<file path="src/rtl/rv32im_pkg.sv">
// rv32im_pkg: shared constants and UART transmitter state encoding
package rv32im_pkg;
  localparam logic [31:0] UART_ADDR = 32'h1000_0000;
  localparam int UART_OUT_W = 9;
  typedef enum logic [1:0] {
    TX_IDLE  = 2'd0,
    TX_START = 2'd1,
    TX_DATA  = 2'd2,
    TX_STOP  = 2'd3
  } tx_state_t;
endpackage

</file>
<file path="src/rtl/uart_tx_fifo.sv">
// uart_tx_fifo: sync byte FIFO with LANES compacted write ports and one read port
//   i_clock, i_reset : clock, synchronous active-high reset
//   i_push_n         : number of bytes to write this cycle (caller guarantees room)
//   i_push_data      : compacted bytes, slot k at [8k+7:8k], slots below i_push_n valid
//   i_pop            : dequeue the head byte (caller guarantees non-empty)
//   o_rd_data        : head byte
//   o_count          : registered occupancy
module uart_tx_fifo
  import rv32im_pkg::*;
#(
  parameter int LANES = 3,
  parameter int DEPTH = 8
) (
  input  logic                         i_clock,
  input  logic                         i_reset,
  input  logic [$clog2(LANES+1)-1:0]   i_push_n,
  input  logic [8*LANES-1:0]           i_push_data,
  input  logic                         i_pop,
  output logic [7:0]                   o_rd_data,
  output logic [$clog2(DEPTH):0]       o_count
);
  localparam int PW = $clog2(DEPTH);
  localparam int CW = $clog2(DEPTH) + 1;
  logic [7:0]    r_mem [DEPTH];
  logic [PW-1:0] r_wr_ptr;
  logic [PW-1:0] r_rd_ptr;
  logic [CW-1:0] r_count;
  always_ff @(posedge i_clock) begin
    if (i_reset) begin
      r_wr_ptr <= '0;
      r_rd_ptr <= '0;
      r_count  <= '0;
    end else begin
      for (int k = 0; k < LANES; k++)
        if (k < int'(i_push_n)) r_mem[r_wr_ptr + PW'(k)] <= i_push_data[8*k +: 8];
      r_wr_ptr <= r_wr_ptr + PW'(i_push_n);
      r_rd_ptr <= r_rd_ptr + PW'(i_pop);
      r_count  <= r_count + CW'(i_push_n) - CW'(i_pop);
    end
  end
  assign o_rd_data = r_mem[r_rd_ptr];
  assign o_count   = r_count;
endmodule

</file>
<file path="src/rtl/uart_write_scheduler.sv">
// uart_write_scheduler: queues multi-lane console byte stores and drains them one byte at a time
//   i_clock, i_reset : clock, synchronous active-high reset
//   i_wr_valid       : per-lane byte store retiring this cycle
//   i_wr_data        : lane i byte at [8i+7:8i]
//   o_stall          : no lane accepted this cycle, retire must hold
//   o_uart_out       : [8] one-cycle dequeue strobe, [7:0] last dequeued byte
//   o_tx             : 8N1 serial line when UART_SERIAL_EN is defined, else constant 1
//   o_busy           : FIFO non-empty or transmitter active
module uart_write_scheduler
  import rv32im_pkg::*;
#(
  parameter int LANES        = 3,
  parameter int DEPTH        = 8,
  parameter int CLKS_PER_BIT = 4
) (
  input  logic                  i_clock,
  input  logic                  i_reset,
  input  logic [LANES-1:0]      i_wr_valid,
  input  logic [8*LANES-1:0]    i_wr_data,
  output logic                  o_stall,
  output logic [UART_OUT_W-1:0] o_uart_out,
  output logic                  o_tx,
  output logic                  o_busy
);
  localparam int NW = $clog2(LANES + 1);
  localparam int CW = $clog2(DEPTH) + 1;
  if (CLKS_PER_BIT < 1 || DEPTH < LANES || (DEPTH & (DEPTH - 1)) != 0) begin : g_bad_cfg
    $error("uart_write_scheduler: invalid LANES/DEPTH/CLKS_PER_BIT");
  end
  logic [NW-1:0]         w_n;
  logic [8*LANES-1:0]    w_comp;
  logic [CW-1:0]         w_count;
  logic [7:0]            w_rd_data;
  logic                  w_ready;
  logic                  w_pop;
  logic [UART_OUT_W-1:0] r_uart_out;
  // Valid lanes are packed into consecutive slots, oldest lane first
  always_comb begin
    w_n    = '0;
    w_comp = '0;
    for (int i = 0; i < LANES; i++)
      if (i_wr_valid[i]) begin
        w_comp[8*w_n +: 8] = i_wr_data[8*i +: 8];
        w_n = w_n + NW'(1);
      end
  end
  // Credit comes from the registered count only; a same-cycle pop does not free a slot
  assign o_stall = int'(w_n) > DEPTH - int'(w_count);
  assign w_pop   = (w_count != '0) && w_ready;
  uart_tx_fifo #(.LANES(LANES), .DEPTH(DEPTH)) u_fifo (
    .i_clock     (i_clock),
    .i_reset     (i_reset),
    .i_push_n    (o_stall ? '0 : w_n),
    .i_push_data (w_comp),
    .i_pop       (w_pop),
    .o_rd_data   (w_rd_data),
    .o_count     (w_count)
  );
  always_ff @(posedge i_clock) begin
    if (i_reset) r_uart_out <= '0;
    else r_uart_out <= w_pop ? {1'b1, w_rd_data} : {1'b0, r_uart_out[7:0]};
  end
  assign o_uart_out = r_uart_out;
`ifdef UART_SERIAL_EN
  localparam int DW = $clog2(CLKS_PER_BIT + 1);
  tx_state_t r_state, w_state_nx;
  logic [DW-1:0] r_div, w_div_nx;
  logic [2:0]    r_bit, w_bit_nx;
  logic [7:0]    r_shift, w_shift_nx;
  logic          w_div_end;
  assign w_div_end = r_div == DW'(CLKS_PER_BIT - 1);
  assign w_ready   = r_state == TX_IDLE;
  always_ff @(posedge i_clock) begin
    if (i_reset) begin
      r_state <= TX_IDLE;
      r_div   <= '0;
      r_bit   <= '0;
      r_shift <= '0;
    end else begin
      r_state <= w_state_nx;
      r_div   <= w_div_nx;
      r_bit   <= w_bit_nx;
      r_shift <= w_shift_nx;
    end
  end
  always_comb begin
    w_state_nx = r_state;
    w_div_nx   = (r_state == TX_IDLE || w_div_end) ? '0 : r_div + DW'(1);
    w_bit_nx   = r_bit;
    w_shift_nx = r_shift;
    case (r_state)
      TX_IDLE:
        if (w_pop) begin
          w_state_nx = TX_START;
          w_shift_nx = w_rd_data;
        end
      TX_START:
        if (w_div_end) begin
          w_state_nx = TX_DATA;
          w_bit_nx   = '0;
        end
      TX_DATA:
        if (w_div_end) begin
          w_shift_nx = {1'b0, r_shift[7:1]};
          w_bit_nx   = r_bit + 3'd1;
          w_state_nx = r_bit == 3'd7 ? TX_STOP : TX_DATA;
        end
      TX_STOP:
        if (w_div_end) w_state_nx = TX_IDLE;
      default: w_state_nx = TX_IDLE;
    endcase
  end
  assign o_tx   = r_state == TX_START ? 1'b0 : r_state == TX_DATA ? r_shift[0] : 1'b1;
  assign o_busy = (w_count != '0) || (r_state != TX_IDLE);
`else
  assign w_ready = 1'b1;
  assign o_tx    = 1'b1;
  assign o_busy  = w_count != '0;
`endif
endmodule

</file>
<file path="config.mk">
export PLATFORM = sky130hd
export DESIGN_NAME = uart_write_scheduler
export DESIGN_NICKNAME = d
export VERILOG_FILES = /design/src/rtl/rv32im_pkg.sv /design/src/rtl/uart_tx_fifo.sv /design/src/rtl/uart_write_scheduler.sv
export SDC_FILE = /design/constraint.sdc
export NUM_CORES = 1
export LEC_CHECK = 0
export ABC_AREA = 1
export BUFFER_PORTS_ARGS = -buffer_cell sky130_fd_sc_hd__buf_2
export CORE_MARGIN = 2
export CORE_UTILIZATION = 35
export DETAILED_ROUTE_END_ITERATION = 6
export SYNTH_ARGS = -nofsm -noshare
export SYNTH_HDL_FRONTEND = slang
export SYNTH_SLANG_ARGS = --single-unit
</file>
<file path="constraint.sdc">
create_clock -name i_clock -period 10.4 [get_ports i_clock]
set_clock_uncertainty 0.15 [all_clocks]
set_input_delay 1.04 -clock i_clock [delete_from_list [all_inputs] [get_ports i_clock]]
set_output_delay 1.04 -clock i_clock [all_outputs]
set_load 0.005 [all_outputs]
</file>
**Word level (Yosys, flattened, before mapping)**

Memory sizes are Yosys's and may differ from the RTL's. A register that Yosys moved wholly into a read port is not among the register bits.
Index checks and enable logic that the tools add are counted.

- Input bits: 29
- Flip-flop bits (word level): 19
- Word-level logic and storage cells: 46
- Memory bits (writable): 64
- Output and inout port bits: 12
- Memories kept: 1

Memory list:

| name | words | bits a word | read ports | clocked after memory_dff | wr ports | line | source |
|---|---|---|---|---|---|---|---|
| u_fifo.r_mem | 8 | 8 | 1 | 1 | 3 | uart_tx_fifo.sv:24 | `logic [7:0] r_mem [DEPTH];` |

- Reductions and logical operators: 1
- Add/subtract/negate cells: 11
- Order comparisons: 4
- Multiplexer cells: 20
- Shift operators: 4

Operators by type and width:

| cell | count |
|---|---|
| $neg A5 Y34 | 2 |
| $shift A8 B34 Y24 const A | 2 |
| $shiftx A8 B34 Y24 | 2 |
| $bwmux W24 | 2 |
| $mux W24 | 2 |
| $mux W1 | 10 |
| $mux W9 | 1 |
| $mux W8 | 1 |
| $mux W2 | 3 |
| $gt A3 B5 Y1 | 1 |
| $sub A4 B4 Y5 const A | 1 |
| $add A2 B1 Y2 const B | 2 |
| $add A4 B2 Y4 | 1 |
| $lt A1 B2 Y1 const A | 2 |
| $reduce_bool A4 Y1 | 1 |
| $sub A4 B1 Y4 | 1 |
| $add A3 B1 Y3 | 1 |
| $add A3 B1 Y3 const B | 1 |
| $add A3 B2 Y3 | 1 |
| $add A3 B2 Y3 const B | 1 |
| $mux W3 | 1 |
| $lt A2 B2 Y1 const A | 1 |

**Longest topological paths before layout**

- Word-level depth: 11
- Mapped depth: 21
- Gate-level depth less buffers: 19

**Modules after synthesis**

Synthesis repeated with hierarchy kept, for this count alone.

- Cells, all modules: 820
- Area total of the unflattened synthesis: 6059.6 um^2

By module, submodules not included:

| module | instances | seq. area each (um^2) | area an instance (um^2) | cells an instance |
|---|---|---|---|---|
| uart_tx_fifo | 1 | 2122.0 | 5162.5 | 668 |
| uart_write_scheduler | 1 | 180.2 | 897.1 | 152 |

**Worst setup path after synthesis**

Ideal clock, no wire load.

- Kind: input port to flip-flop
- From: input port i_wr_valid[0]
- To: register u_fifo.r_count[2], in the netlist u_fifo.o_count[2]
- Stages: 18
- Library setup time: 0.129 ns
- Path slack: 6.208 ns
- Required time: 10.121 ns
- Path buffers: 1
- Arrival: 3.913 ns
- Path through: buf_2 -> inv_1 -> ha_1 -> xnor2_1 -> ha_1 -> inv_1 -> a21o_1 -> nand2_1 -> nor2_1 -> nor2_2 -> nand2_1 -> ha_1 -> inv_1 -> ha_1 -> inv_1 -> fa_1 -> xor2_1 -> nor2_1

- Word-level cells in the longest chain between the ends: 9

RTL lines:

| what | line | source |
|---|---|---|
| start, declared | uart_write_scheduler.sv:18 | `input logic [LANES-1:0] i_wr_valid,` |
| $mux W1 * | uart_write_scheduler.sv:42 | `if (i_wr_valid[i]) begin` |
| $add A2 B1 Y2 | uart_write_scheduler.sv:44 | `w_n = w_n + NW'(1);` |
| $mux W2 * | uart_write_scheduler.sv:42 |  |
| $add A2 B1 Y2 | uart_write_scheduler.sv:44 |  |
| $mux W2 * | uart_write_scheduler.sv:42 |  |
| $gt A3 B5 Y1 | uart_write_scheduler.sv:48 | `assign o_stall = int'(w_n) > DEPTH - int'(w_count);` |
| $mux W2 * | uart_write_scheduler.sv:53 | `.i_push_n (o_stall ? '0 : w_n),` |
| $add A4 B2 Y4 * | uart_tx_fifo.sv:38 | `r_count <= r_count + CW'(i_push_n) - CW'(i_pop);` |
| $sub A4 B1 Y4 * | uart_tx_fifo.sv:38 |  |
| end signal, assigned | uart_tx_fifo.sv:38 |  |
| end, declared | uart_tx_fifo.sv:27 | `logic [CW-1:0] r_count;` |

Every way passes the cells marked *; elsewhere a longest branch is shown, timed or not.
A chain may end at the register's enable or synchronous reset.

==> impl_metrics.ini <==
[worst_hold_path]
hold_path_class = flip-flop to flip-flop
hold_path_startpoint = o_uart_out[3]

[placement]
place.detailed.hpwl_microns = 13100
numPlacedInstances = 994
finalWeightedCongestion = 0.882
placement.io_buffers = 39

[synth]
netlist_area_sq_mm = 0.00582
async_flop_share_pct = 0
netlist_top_cells_area = sky130_fd_sc_hd__edfxtp_1 33%, sky130_fd_sc_hd__nand3_1 19%, sky130_fd_sc_hd__nand2_1 11%
syn_area_per_cell_sq_um = 7.61
postSynth.topFlopCell = sky130_fd_sc_hd__edfxtp_1
synth_enable_flop_cells = 64
synth_top_area_share_pct = 33.0
synth_nets = 813
synth_cell_types = 39
yosysTopAreaCell = sky130_fd_sc_hd__edfxtp_1
synth_seq_cells = 83
netlist_instances = 765
synth.yosys.seq_area_share_pct = 39.5
synth-warning-count = 0

[timing]
finalSetupViolations = 0
finalCriticalPeriod_ns = 4.97
relative_slew_slack_pct = 14.9
final_hold_viol_count = 0
grt_setup_unrepaired = false
whs_ns = 0.314
max_freq_mhz = 201
timing_worst_slew_pin_value_ns = 1.28
setup-tns-final_ns = 0
layout_worst_path_cycle_share_pct = 47.8
timing.final.max_slew_violations = 0

[grt]
maximum_number_of_pins_on_one_net_before_global_route_repair = 73
grt_pass1_wl_microns = 28800
grt.overflow.total = 0
number_of_global_route_vias_before_repair = 4951
antenna_found_initial = 0
grtUsageTotal_pct = 21.4

[detailed_routing]
detailroute.via_count = 5574
post_drt_via_cell_ratio = 5.52
detail_route.first_pass.iterations = 6
drt-wirelength-per-cell_microns = 18.5
routed_wirelength_microns = 18700
remaining_drc_errors = 0
antenna_violating_nets_post_route = 0
drt_first_iter_violations = 744

[final_layout]
diodes = 0
final_core_util_pct = 39.3
layout-drive-gt1-share_pct = 11.3
synthToLayoutAreaGrowth_pct = 10.7
fin_nets = 833
number_of_non_filler_instances_in_the_completed_layout = 1010

[cts]
tritoncts_num_sinks = 83
cts_inserted_buffers = 9
cts.reportedPaths.clkPinSlew_ns = 0.06
cts_buffer_depth = 2
cts_htree_levels = 3
cts_repair_resized_insts = 0
cts_post_setup_buffers_inserted = 0
worstSkewPairLatency_ns = 0.35
clock_tree_from_tritoncts = done
cts.root.buffer_cell = sky130_fd_sc_hd__clkbuf_16
ctsHoldBuffers = 0

[die]
design.die.area_sq_mm = 0.0177
chipHeight_microns = 133
fp.coreArea_sq_mm = 0.0164
row_count = 47
top_level_ports = 41
start_util_pct = 35.5
floorplan.die.width_microns = 133

[power]
worst_ir_drop_vdd_mv = 0.0933
power.share.combinational_pct = 46.7
power_report.internal_total_mw = 0.899
power_frac_seq_pct = 32.1
static-leakage-power_nw = 2.80
power_switching_mw = 0.712
cellPowerDensity_mw_per_mm2 = 250
clock_power_share_pct = 21.2
total_power_mw = 1.61
swShare_pct = 44.2

[setup_path]
critical_path_buf_inv_count = 3
timing.critical_path.slowest_cell_delay_ns = 0.86
regToRegSetupSlack_ns = 6.85
critPathLaunchType = input pin
critPathKind = input pin to flip-flop
critPathRequiredTime_ns = 10.25
path_max_fanout = 72
timing.critical_path.cells = buf_2, inv_1, ha_1, a21oi_1, ha_1, a21oi_1, nor2_1, nand2_1, nand3_4, nor2_4, buf_4, nand3_1, nand3_1
worst_setup_path_startpoint = i_wr_valid[0]
critical-path-top-delay-family = simple AND/OR/NAND/NOR gates
timing.rr.start = u_fifo.o_count[0]
cp_slowest_cell = sky130_fd_sc_hd__a21oi_1
critical_path_arrival_ns = 4.83
critPathCaptureType = flip-flop

[flow_run]
cap_viol_max_count = 0

[run_status]
status = finished, final reports clean
[through the flow]
step | instance area, sq um | setup WS (ns)
finish | 6440 | 5.43
global route | 6440 | 5.12
CTS | 6440 | 5.45
detailed placement | 6130 | 5.13
global placement | 6130 | 5.26
floorplan | 5820 | 6.21
[path summary, 6_finish.rpt]
| kind | to | depth (start not counted) |
|---|---|---|
| hold / removal | o_uart_out[3] | 2 |
| setup reg to reg | u_fifo.r_mem[3][3] | 12 |
| hold reg to reg | o_uart_out[3] | 2 |
| setup / recovery | u_fifo.r_mem[3][3] | 13 |
[area by class of cell]
cell class,instances,area [sq um]
well taps,220,275
multi-input cells,603,3160
fillers,1674,9960
clock inverters,5,78.8
clock buffers,11,233
inverters,44,165
flip-flops and latches,83,2300
repair buffers,44,233
[cell usage after synthesis, types with 2 or more instances]
library cell	number
sky130_fd_sc_hd__nand3_1	216
sky130_fd_sc_hd__nand2_1	176
sky130_fd_sc_hd__edfxtp_1	64
sky130_fd_sc_hd__nor2_1	57
sky130_fd_sc_hd__inv_1	38
sky130_fd_sc_hd__o21ai_0	37
sky130_fd_sc_hd__dfxtp_1	19
sky130_fd_sc_hd__clkbuf_1	18
sky130_fd_sc_hd__ha_1	17
sky130_fd_sc_hd__nor3_1	10
sky130_fd_sc_hd__nor2_2	9
sky130_fd_sc_hd__a31oi_1	8
sky130_fd_sc_hd__mux2i_1	8
sky130_fd_sc_hd__o221ai_1	8
sky130_fd_sc_hd__a22oi_1	7
sky130_fd_sc_hd__nand4_1	7
sky130_fd_sc_hd__nor3_2	7
sky130_fd_sc_hd__a21oi_1	6
sky130_fd_sc_hd__buf_2	6
sky130_fd_sc_hd__buf_6	6
sky130_fd_sc_hd__nand3_2	6
sky130_fd_sc_hd__buf_4	4
sky130_fd_sc_hd__inv_2	4
sky130_fd_sc_hd__o211ai_1	4
sky130_fd_sc_hd__o32ai_1	4
sky130_fd_sc_hd__xnor2_1	4
sky130_fd_sc_hd__clkinv_1	2
sky130_fd_sc_hd__fa_1	2
[placed cells by master (no fill, tap or decap), types with 4 or more instances in the layout]
master                      Yosys  layout
sky130_fd_sc_hd__nand4_1        7       7
sky130_fd_sc_hd__a21oi_1        6       6
sky130_fd_sc_hd__buf_4          4       5
sky130_fd_sc_hd__a31oi_1        8       8
sky130_fd_sc_hd__ha_1          17      17
sky130_fd_sc_hd__inv_1         38      38
sky130_fd_sc_hd__mux2i_1        8       8
sky130_fd_sc_hd__clkbuf_16      0       9
sky130_fd_sc_hd__inv_2          4       4
sky130_fd_sc_hd__a22oi_1        7       7
sky130_fd_sc_hd__o211ai_1       4       4
sky130_fd_sc_hd__nor3_1        10      10
sky130_fd_sc_hd__edfxtp_1      64      64
sky130_fd_sc_hd__o32ai_1        4       4
sky130_fd_sc_hd__nand2_1      176     176
sky130_fd_sc_hd__nor2_1        57      57
sky130_fd_sc_hd__xnor2_1        4       4
sky130_fd_sc_hd__nor3_2         7       7
sky130_fd_sc_hd__nor2_2         9       9
sky130_fd_sc_hd__buf_2          6      39
sky130_fd_sc_hd__dfxtp_1       19      19
sky130_fd_sc_hd__o221ai_1       8       8
sky130_fd_sc_hd__o21ai_0       37      37
sky130_fd_sc_hd__nand3_1      216     216
sky130_fd_sc_hd__nand3_2        6       6
[routing by layer]
metal / GRT usage, % / wire, microns
met1: 30.7 / 8480
met2: 33.4 / 8380
met3: 3.07 / 1440
met4: 6.93 / 418
met5: 0 / 0
[sequential cells by signal (all words and copies together) (netlist names)]
name,cells
o_uart_out,9
u_fifo.o_count,4
u_fifo.r_mem,64
u_fifo.r_rd_ptr,3
u_fifo.r_wr_ptr,3
[cell families after synthesis]
family / Yosys count / synth area share (%)
flops: 83 / 39.5
buf+inv: 79 / 6.25
mux: 8 / 1.37
fa+ha+maj: 19 / 4.34
other cells: 1 / 0.0644
xor+xnor: 5 / 0.752
compound gates: 77 / 8.18
simple gates: 493 / 39.5
[tightest hold or removal path: cells and delay by family (launching register included)]
kind             cells  cell delay, ns
flip-flops           1            0.31
AND/OR/NAND/NOR      2            0.12
[power groups by stage]
stage               logic [mW]  registers (mW)  clock network [mW]
floorplan                0.569           0.487                   0
global placement         0.739           0.521                   0
detailed placement       0.748           0.524                   0
CTS                      0.751           0.517               0.345
global route             0.839           0.526               0.357
finish                   0.753           0.517               0.342
(Power assumes the default switching activity.)
